==> src/rtl/sr_cmd_gen.sv <==
// sr_cmd_gen: synchronises and debounces two push buttons, detects their
// press edges and turns them into single-cycle SR commands for the SR
// flip-flop stage. Colliding set/reset requests are dropped and flagged on
// 'conflict', so the illegal code 2'b11 is never driven.
module sr_cmd_gen #(
    parameter int DB_CYCLES = 1000,
    parameter int HOLDOFF   = 4
) (
    input  logic       clk,
    input  logic       rst_n,
    input  logic       btn_set,
    input  logic       btn_rst,
    output logic [1:0] SR,
    output logic       conflict,
    output logic       busy,
    output logic       set_db,
    output logic       rst_db
);

    // Channel 0 carries the set button, channel 1 the reset button.
    localparam int CW = $clog2(DB_CYCLES);
    localparam int GW = $clog2(HOLDOFF + 1);
    localparam logic [CW-1:0] CNT_MAX = CW'(DB_CYCLES - 1);
    localparam logic [GW-1:0] GAP_MAX = GW'(HOLDOFF - 1);

    localparam logic [1:0] CODE_SET  = 2'b10;
    localparam logic [1:0] CODE_RST  = 2'b01;
    localparam logic [1:0] CODE_HOLD = 2'b00;

    typedef enum logic [1:0] {
        IDLE,
        CMD,
        GAP
    } state_t;

    state_t          state;
    logic [1:0]      s1;
    logic [1:0]      s2;
    logic [1:0]      db;
    logic [1:0]      db_q;
    logic [CW-1:0]   cnt [2];
    logic [1:0]      pend;
    logic [GW-1:0]   gap_cnt;
    logic [1:0]      rise;
    logic [1:0]      req;

    // Two-flop synchroniser per button; only s2 is used downstream.
    always_ff @(posedge clk) begin
        if (!rst_n) begin
            s1 <= '0;
            s2 <= '0;
        end else begin
            s1 <= {btn_rst, btn_set};
            s2 <= s1;
        end
    end

    // Debouncer: the level flips only after s2 has disagreed with it for
    // DB_CYCLES consecutive cycles; any bounce back restarts the count.
    always_ff @(posedge clk) begin
        if (!rst_n) begin
            db <= '0;
            for (int i = 0; i < 2; i++) begin
                cnt[i] <= '0;
            end
        end else begin
            for (int i = 0; i < 2; i++) begin
                if (s2[i] == db[i]) begin
                    cnt[i] <= '0;
                end else if (cnt[i] == CNT_MAX) begin
                    db[i]  <= s2[i];
                    cnt[i] <= '0;
                end else begin
                    cnt[i] <= cnt[i] + 1'b1;
                end
            end
        end
    end

    // Delayed debounced level, used to find the press (rising) edge.
    always_ff @(posedge clk) begin
        if (!rst_n) begin
            db_q <= '0;
        end else begin
            db_q <= db;
        end
    end

    assign rise = db & ~db_q;
    assign req  = rise | pend;

    // Command FSM: issue one code per request, then enforce the idle gap;
    // presses arriving while busy are remembered in a one-deep pending bit.
    always_ff @(posedge clk) begin
        if (!rst_n) begin
            state    <= IDLE;
            SR       <= CODE_HOLD;
            conflict <= 1'b0;
            pend     <= '0;
            gap_cnt  <= '0;
        end else begin
            SR       <= CODE_HOLD;
            conflict <= 1'b0;
            case (state)
                IDLE: begin
                    if (req == 2'b11) begin
                        conflict <= 1'b1;
                        pend     <= '0;
                    end else if (req[0]) begin
                        SR      <= CODE_SET;
                        pend[0] <= 1'b0;
                        state   <= CMD;
                    end else if (req[1]) begin
                        SR      <= CODE_RST;
                        pend[1] <= 1'b0;
                        state   <= CMD;
                    end
                end
                CMD: begin
                    pend    <= pend | rise;
                    gap_cnt <= '0;
                    state   <= GAP;
                end
                GAP: begin
                    pend <= pend | rise;
                    if (gap_cnt == GAP_MAX) begin
                        state <= IDLE;
                    end else begin
                        gap_cnt <= gap_cnt + 1'b1;
                    end
                end
                default: begin
                    state <= IDLE;
                end
            endcase
        end
    end

    assign busy   = (state != IDLE);
    assign set_db = db[0];
    assign rst_db = db[1];

endmodule
==> config.mk <==
export PLATFORM = sky130hd
export DESIGN_NAME = sr_cmd_gen
export DESIGN_NICKNAME = d
export VERILOG_FILES = /design/src/rtl/sr_cmd_gen.sv
export SDC_FILE = /design/constraint.sdc
export NUM_CORES = 1
export LEC_CHECK = 0
export CAP_MARGIN = 25
export CORE_UTILIZATION = 30
export DETAILED_ROUTE_END_ITERATION = 8
export PLACE_DENSITY = 0.55
export SLEW_MARGIN = 20
export SYNTH_ARGS = -nofsm -noshare
export SYNTH_HDL_FRONTEND = slang
export SYNTH_SLANG_ARGS = --single-unit
==> constraint.sdc <==
create_clock -name clk -period 2.5 [get_ports clk]
set_input_delay 0.375 -clock clk [delete_from_list [all_inputs] [get_ports clk]]
set_output_delay 0.375 -clock clk [all_outputs]
set_load 0.01 [all_outputs]
# After elaboration in Yosys (flattened, before gate mapping)
# Memory sizes are Yosys's and may differ from the RTL's.
# Index checks and enable logic that the tools add are counted.
# W data, S select, Z words.
dict set report totals {
  ramBits 20
  memories 1
  reg_bits 18
  out_inout_bits 6
  input_bits 4
}
# name depth word_bits read_ports rd_ports_with_merged_regs wr line
set mem_list {}
lappend mem_list {cnt 2 10 2 0 2 41} ;# logic [CW-1:0] cnt [2];
dict set report op_classes {
  eq_ne 15
  n_reduce_logical 14
  addsub 3
  bitwise 13
  n_mux 44
}
# operator n
set op_table {}
lappend op_table {{$mux W10} 6}
lappend op_table {{$mux W1} 28}
lappend op_table {{$add A10 B1 Y10 const B} 2}
lappend op_table {{$eq A10 B10 Y1 const B} 2}
lappend op_table {{$mux W2} 6}
lappend op_table {{$ne A3 B3 Y1 const B} 4}
lappend op_table {{$reduce_and A2 Y1} 5}
lappend op_table {{$ne A2 B2 Y1 const B} 3}
lappend op_table {{$or A1 B1 Y1} 6}
lappend op_table {{$pmux W2 S3} 1}
lappend op_table {{$pmux W3 S2} 1}
lappend op_table {{$reduce_and A3 Y1} 2}
lappend op_table {{$reduce_bool A2 Y1} 3}
lappend op_table {{$eq A2 B2 Y1 const B} 2}
lappend op_table {{$not A1 Y1} 4}
lappend op_table {{$pmux W2 S2} 1}
lappend op_table {{$reduce_or A4 Y1} 1}
lappend op_table {{$add A3 B1 Y3 const B} 1}
lappend op_table {{$eq A3 B2 Y1 const B} 1}
lappend op_table {{$mux W3} 1}
lappend op_table {{$reduce_or A3 Y1} 1}
lappend op_table {{$and A2 B2 Y2} 1}
lappend op_table {{$eq A1 B1 Y1} 2}
lappend op_table {{$eq A2 B1 Y1 const B} 1}
lappend op_table {{4 further kinds} 4}

# Logic depth before layout (Yosys ltp)
# Gate-level depths: netlist (run 1).
dict set report depth {
  depth_word 7
  mapped_depth 6
}

# Worst setup path before layout (run 1)
# No wires, ideal clock.
dict set report synth_path {
  path_kind {flip-flop to flip-flop}
  start {mem cnt[0][0] in the netlist's numbering}
  end {mem cnt[0][3] in the netlist's numbering (data pin)}
  setup_time_ns 0.138
  path_buffers 1
  stages_incl_launch_ff 7
  synth_period_minus_slack_ns 1.563
  t_arrival_ns 1.426
  setup_slack_ns 0.937
  required_time_ns 2.362
  path_cell_list {edfxtp_1 -> ha_1 -> and2_2 -> and4_4 -> or2_1 -> buf_6 -> nor2_1}
}
# item line
set synth_lines {}
lappend synth_lines {{start: declaration} 41}

# Final worst setup path (run 1)
dict set report layout_path {
  start {reg state[0]}
  end {out busy}
}
dict set report layout_via {
  elab_chain_cells 1
}
# item line
set layout_rtl {}
lappend layout_rtl {{start: declaration} 36} ;# state_t state;
lappend layout_rtl {{start signal: assignment} 96} ;# state <= IDLE;
lappend layout_rtl {{start signal: assignment} 112} ;# state <= CMD;
lappend layout_rtl {{start signal: assignment} 116} ;# state <= CMD;
lappend layout_rtl {{$reduce_bool A2 Y1} 139} ;# assign busy = (state != IDLE);
lappend layout_rtl {{end: declaration} 15} ;# output logic busy,
# No other way between the ends.

==> results of run 1 <==
## power breakdown
part	switching, mW	internal [mW]	total (mW)
Clock	0.206	0.198	0.404
Sequential	0.0166	0.673	0.690
Combinational	0.0264	0.0215	0.0478
Total	0.249	0.892	1.14
## worst max-delay path by stage
stage                       startpoint                 endpoint  cells past startpoint
3_5_place_dp                     rst_n  cnt[0][7]$_SDFFCE_PN0P_                      5
6_report         state[0]$_SDFFE_PN0P_                     busy                      4
3_3_place_gp                     rst_n  cnt[0][4]$_SDFFCE_PN0P_                      5
4_1_cts          state[0]$_SDFFE_PN0P_                     busy                      4
5_1_grt          state[0]$_SDFFE_PN0P_                     busy                      4
2_1_floorplan  cnt[0][0]$_SDFFCE_PN0P_  cnt[0][3]$_SDFFCE_PN0P_                      6
## cells in the mapped netlist, drive strengths merged, types with 4 or more instances
cell type / n / share of area (%)
nor2: 25 / 6.3
edfxtp: 20 / 32
dfxtp: 18 / 19
nand3: 12 / 3.2
a21oi: 10 / 2.7
inv: 10 / 2.0
nand2: 9 / 1.8
and2: 8 / 2.8
ha: 8 / 5.4
nor2b: 8 / 2.7
xnor2: 8 / 3.8
nor3: 6 / 1.6
xor2: 6 / 2.8
mux2i: 5 / 2.7
and4: 4 / 2.3
## kinds of logic after synthesis
group,count (synthesis)
simple gates,80
other cells,1
xor+xnor,14
compound gates,19
buf+inv,14
flops,38
fa+ha+maj,8
mux,5
## layout make-up
type	instances	area (um^2)	area share [%]
clock buffers	7	76.3	3.51
clock inverters	1	6.26	0.288
repair buffers	10	97.6	4.49
inverters	10	37.5	1.73
well taps	75	93.8	4.31
multi-input cells	146	903	41.5
flip-flops and latches	38	961	44.2
## through the flow
stage	area, um^2	hold slack, ps
detailed placement	2090	420
floorplan	1930	412
finish	2180	435
global placement	2090	414
global route	2180	451
CTS	2180	439
## registers in the layout (all words and copies together), names as in the netlist
signal and count:
s1 2, db 2, s2 2, gap_cnt 3, conflict 1, SR 2
state 2, pend 2, db_q 2, cnt 20
## worst max-delay path, cell delays in order, from the launching register on
cell             delay [ps]
dfxtp_1                 390
inv_1                    80
ha_1                    250
inv_1                    90
clkdlybuf4s50_1         540
## metal layers
| metal | vias up | GRT usage, % | part of all wire (%) |
|---|---|---|---|
| li1 | 665 | - | - |
| met4 | 0 | 4.82 | 1.4 |
| met5 | - | 0 | 0 |
| met1 | 571 | 11.7 | 49 |
| met3 | 5 | 3.48 | 3.7 |
| met2 | 14 | 15.3 | 46 |
==> flow_summary.ini, run 1 <==
[run_status]
outcome = complete, no violations

[die]
die_w_um = 80.8
start_util_pct = 31.2
io_pins = 10
fp-row-count = 28
dieArea_um2 = 6520
die_h_um = 80.8
core_um2 = 5960

[worst_hold_path]
hold_path_startpoint = s1[0]$_SDFF_PN0_
holdPathStages = 1
min_to = s2[0]$_SDFF_PN0_
hold_path.class = register to register

[placement]
gp_congestion = 0.711
place_hpwl_um = 2110
dp.cells = 279
dpl_worst_slack_ps = 671
port-buffer-count = 9

[timing]
max_freq_mhz = 499
rsz0062_at_grt = false
finalCritPeriodShare_pct = 80.1
setup_ws_ps = 497
hold_viol_final = 0
fin_crit_ps = 2000
setup_violations = 0
drv_slew = 0
finClkSkew_ps = 10.5
setup_tns_ps = 0

[clocking]
insertion_delay_ps = 280
cts_tree = yes
clockBufferDepth = 2
cts.sinks = 38
root_buffer = clkbuf_8
numCtsBuffers = 5
cts_setup_buffers = 0
ctsHoldBuffers = 0
postCtsResizedCells = 0
clkSlewWorstSetupHoldPaths_ps = 70
htreeDepth = 2

[critical_path]
rr_endpoint = cnt[1][7]$_SDFFCE_PN0P_
arrival_ps = 1630
crit_path_end_kind = output port
path_max_fanout = 4
ff2ff_path_depth = 4
crit_path_start_kind = register
timing.rr.start = cnt[1][0]$_SDFFCE_PN0P_
criticalPathCategory = register to output port
reg2reg_slack_ps = 820
required_ps = 2120

[final_layout]
instances_no_fill = 287
layout_common_cells = edfxtp_1, conb_1, dfxtp_1, nor2_1, nand3_1
utilization_pct = 36.5
n_fill_cell = 623
antenna_cells = 0
num-nets-final = 223
syn_to_final_growth_pct = 16.9
drive_gt1_share_pct = 8.96

[yosys]
synth_area_um2 = 1860
synth-compound-area-share_pct = 6.39
seq_area_frac_synth_pct = 51.6
synth_cells = 179
synthXorXnorAreaFrac_pct = 6.59
synth_top_flop_cell = edfxtp_1
ys_ff_latch = 38
ys_warn_count = 0
synthArstFlopShare_pct = 0
synth_edf_count = 20
synthDistinctLibCells = 34
synth_fa_ha_area_share_pct = 5.38
synth-simple-area-share_pct = 23.5
muxShareOfSynthArea_pct = 2.69
synth_top_family_by_area = simple AND/OR/NAND/NOR gates
avgSynthCellArea_um2 = 10.4

[route]
postRouteAntennaNets = 0
drtIter0Drc = 39
wirelength_um = 2910
wl_per_cell_um = 10.1
viasPerCell = 4.37
firstDrtPassIters = 4
dr_total_vias = 1255
drc = 0

[global_routing]
grt_use_total_pct = 9.70
grt_pass1_vias = 1106
antenna_found_initial = 0
grt_overflow = 0
grt_max_degree = 19
grt_pass1_wl_um = 4740

[pwr]
ir_drop_uv = 328
p_leak_nw = 0.781
power_mw = 1.14
power.density_nw_per_um2 = 525

[run]
cap_violations = 0
Note: power is estimated with default switching activity, not from simulation.
==> inputs of run 2 (changes only) <==
==> constraint.sdc (replaced) <==
create_clock -name clk -period 2.1 [get_ports clk]
set_input_delay 0.315 -clock clk [delete_from_list [all_inputs] [get_ports clk]]
set_output_delay 0.315 -clock clk [all_outputs]
set_load 0.01 [all_outputs]
==> run 2 against run 1 <==
  * Clock power up 30%
  * Routed wire length up 4.5%
  * Hold slack worse by 0.79 ps
  * Die area unchanged
  * Cell count unchanged
  * Via count up 2.1%
  * Flip-flop and latch count unchanged
  * Global-route usage up 1.2 points
  * Worst setup slack worse by 360 ps
  * Clock skew up 2.3 ps
  * Non-clock buffer count unchanged
  * Highest routed layer unchanged
==> flow_summary.ini, run 2 (same netlist as run 1, synthesis figures left out) <==
[final_layout]
drive_gt1_share_pct = 9.91
top_register = cnt
n_fill_cell = 626
layout_common_cells = edfxtp_1, conb_1, dfxtp_1, nor2_1, nand3_1
antenna_cells = 0
syn_to_final_growth_pct = 17.6
num-nets-final = 223
seqCellArea_um2 = 961
top_regs = cnt (20), gap_cnt (3)
multi_input_area_um2 = 903
utilization_pct = 36.7
largest_reg_flops = 20

[pwr]
p_seq_share_pct = 58.6
power.density_nw_per_um2 = 641
pwr-share-comb_pct = 4.0
p_leak_nw = 0.790
intPower_mw = 1.09
power_mw = 1.40
ir_drop_uv = 319
clockPowerShare_pct = 37.4
p_sw_share_pct = 22.1
switching_power_mw = 0.310

[placement]
dpl_worst_slack_ps = 273
gp_congestion = 0.715
port-buffer-count = 9
place_hpwl_um = 2260

[timing]
finalCritPeriodShare_pct = 93.6
setup_violations = 0
finClkSkew_ps = 12.8
setup_tns_ps = 0
drv_slew = 0
fin_crit_ps = 1970
setup_ws_ps = 134
hold_viol_final = 0
max_freq_mhz = 509
rsz0062_at_grt = false

[global_routing]
antenna_found_initial = 0
grt_overflow = 0
grt_pass1_vias = 1197
grt_max_degree = 13
grt_pass1_wl_um = 5320
grt_use_total_pct = 10.9

[route]
dr_total_vias = 1281
firstDrtPassIters = 6
viasPerCell = 4.46
wirelength_um = 3040
drtIter0Drc = 55
drc = 0
postRouteAntennaNets = 0
wl_per_cell_um = 10.6

[die]
die_w_um = 80.8
fp-row-count = 28
dieArea_um2 = 6520
die_h_um = 80.8
io_pins = 10
start_util_pct = 31.2
core_um2 = 5960

[clocking]
clockBufferDepth = 2
htreeDepth = 2
numCtsBuffers = 5
root_buffer = clkbuf_8
cts_tree = yes
clkSlewWorstSetupHoldPaths_ps = 80
cts_setup_buffers = 0
ctsHoldBuffers = 0
cts.sinks = 38
insertion_delay_ps = 290
postCtsResizedCells = 0

[critical_path]
arrival_ps = 1650
crit_path_start_kind = register
cp_slowest_cell = clkdlybuf4s50_1
path_max_fanout = 4
cp_slowest_stage_delay_ps = 530
crit_path_end_kind = output port
worst-path-buf-inv = 3
cpLargestDelayFamily = buffers and inverters
required_ps = 1780
crit_top_cell = inv_1
crit_chain = inv_1 -> ha_1 -> inv_1 -> clkdlybuf4s50_1
criticalPathCategory = register to output port

[worst_hold_path]
hold_path.class = register to register

[run]
cap_violations = 0

[run_status]
outcome = complete, no violations
## run 2: worst paths after layout
| check | start | end | slack [ps] | cells past startpoint |
|---|---|---|---|---|
| worst max-delay path | state[0]$_SDFFE_PN0P_ | busy | 130 | 4 |
| worst min-delay path | s1[0]$_SDFF_PN0_ | s2[0]$_SDFF_PN0_ | 430 | 1 |
| worst max register to register | cnt[1][0]$_SDFFCE_PN0P_ | cnt[1][6]$_SDFFCE_PN0P_ | 430 | 4 |
| worst min register to register | s1[0]$_SDFF_PN0_ | s2[0]$_SDFF_PN0_ | 430 | 1 |
## run 2: final cells by class
cell class	count	area share (%)
sequential	38	43.9
tap	75	4.29
inverter	10	1.72
clock buffer	6	3.78
clock inverter	2	0.515
multi-input combinational	146	41.3
timing repair buffer	10	4.46
## run 2: layer usage
layer | GRT usage (%) | share of wire (%) | up-vias
li1 | - | - | 665
met1 | 13.8 | 49 | 585
met2 | 16.9 | 45 | 24
met3 | 3.37 | 4.2 | 7
met4 | 5.36 | 2.1 | 0
met5 | 0 | 0 | -
## run 2: metrics by stage
stage	hold WS, ps	area (um^2)	std cells
2_1_floorplan	412	1930	198
3_3_place_gp	419	2090	279
3_5_place_dp	420	2090	279
4_1_cts	437	2190	287
5_1_grt	467	2190	287
6_report	434	2190	287
## run 2: power groups by stage
stage          Clock (mW)  Combinational [mW]  Sequential, mW
6_report            0.524              0.0568           0.821
5_1_grt             0.573              0.0661           0.825
4_1_cts             0.546              0.0567           0.822
3_5_place_dp            0              0.0563           0.839
3_3_place_gp            0              0.0564           0.838
2_1_floorplan           0              0.0458           0.833
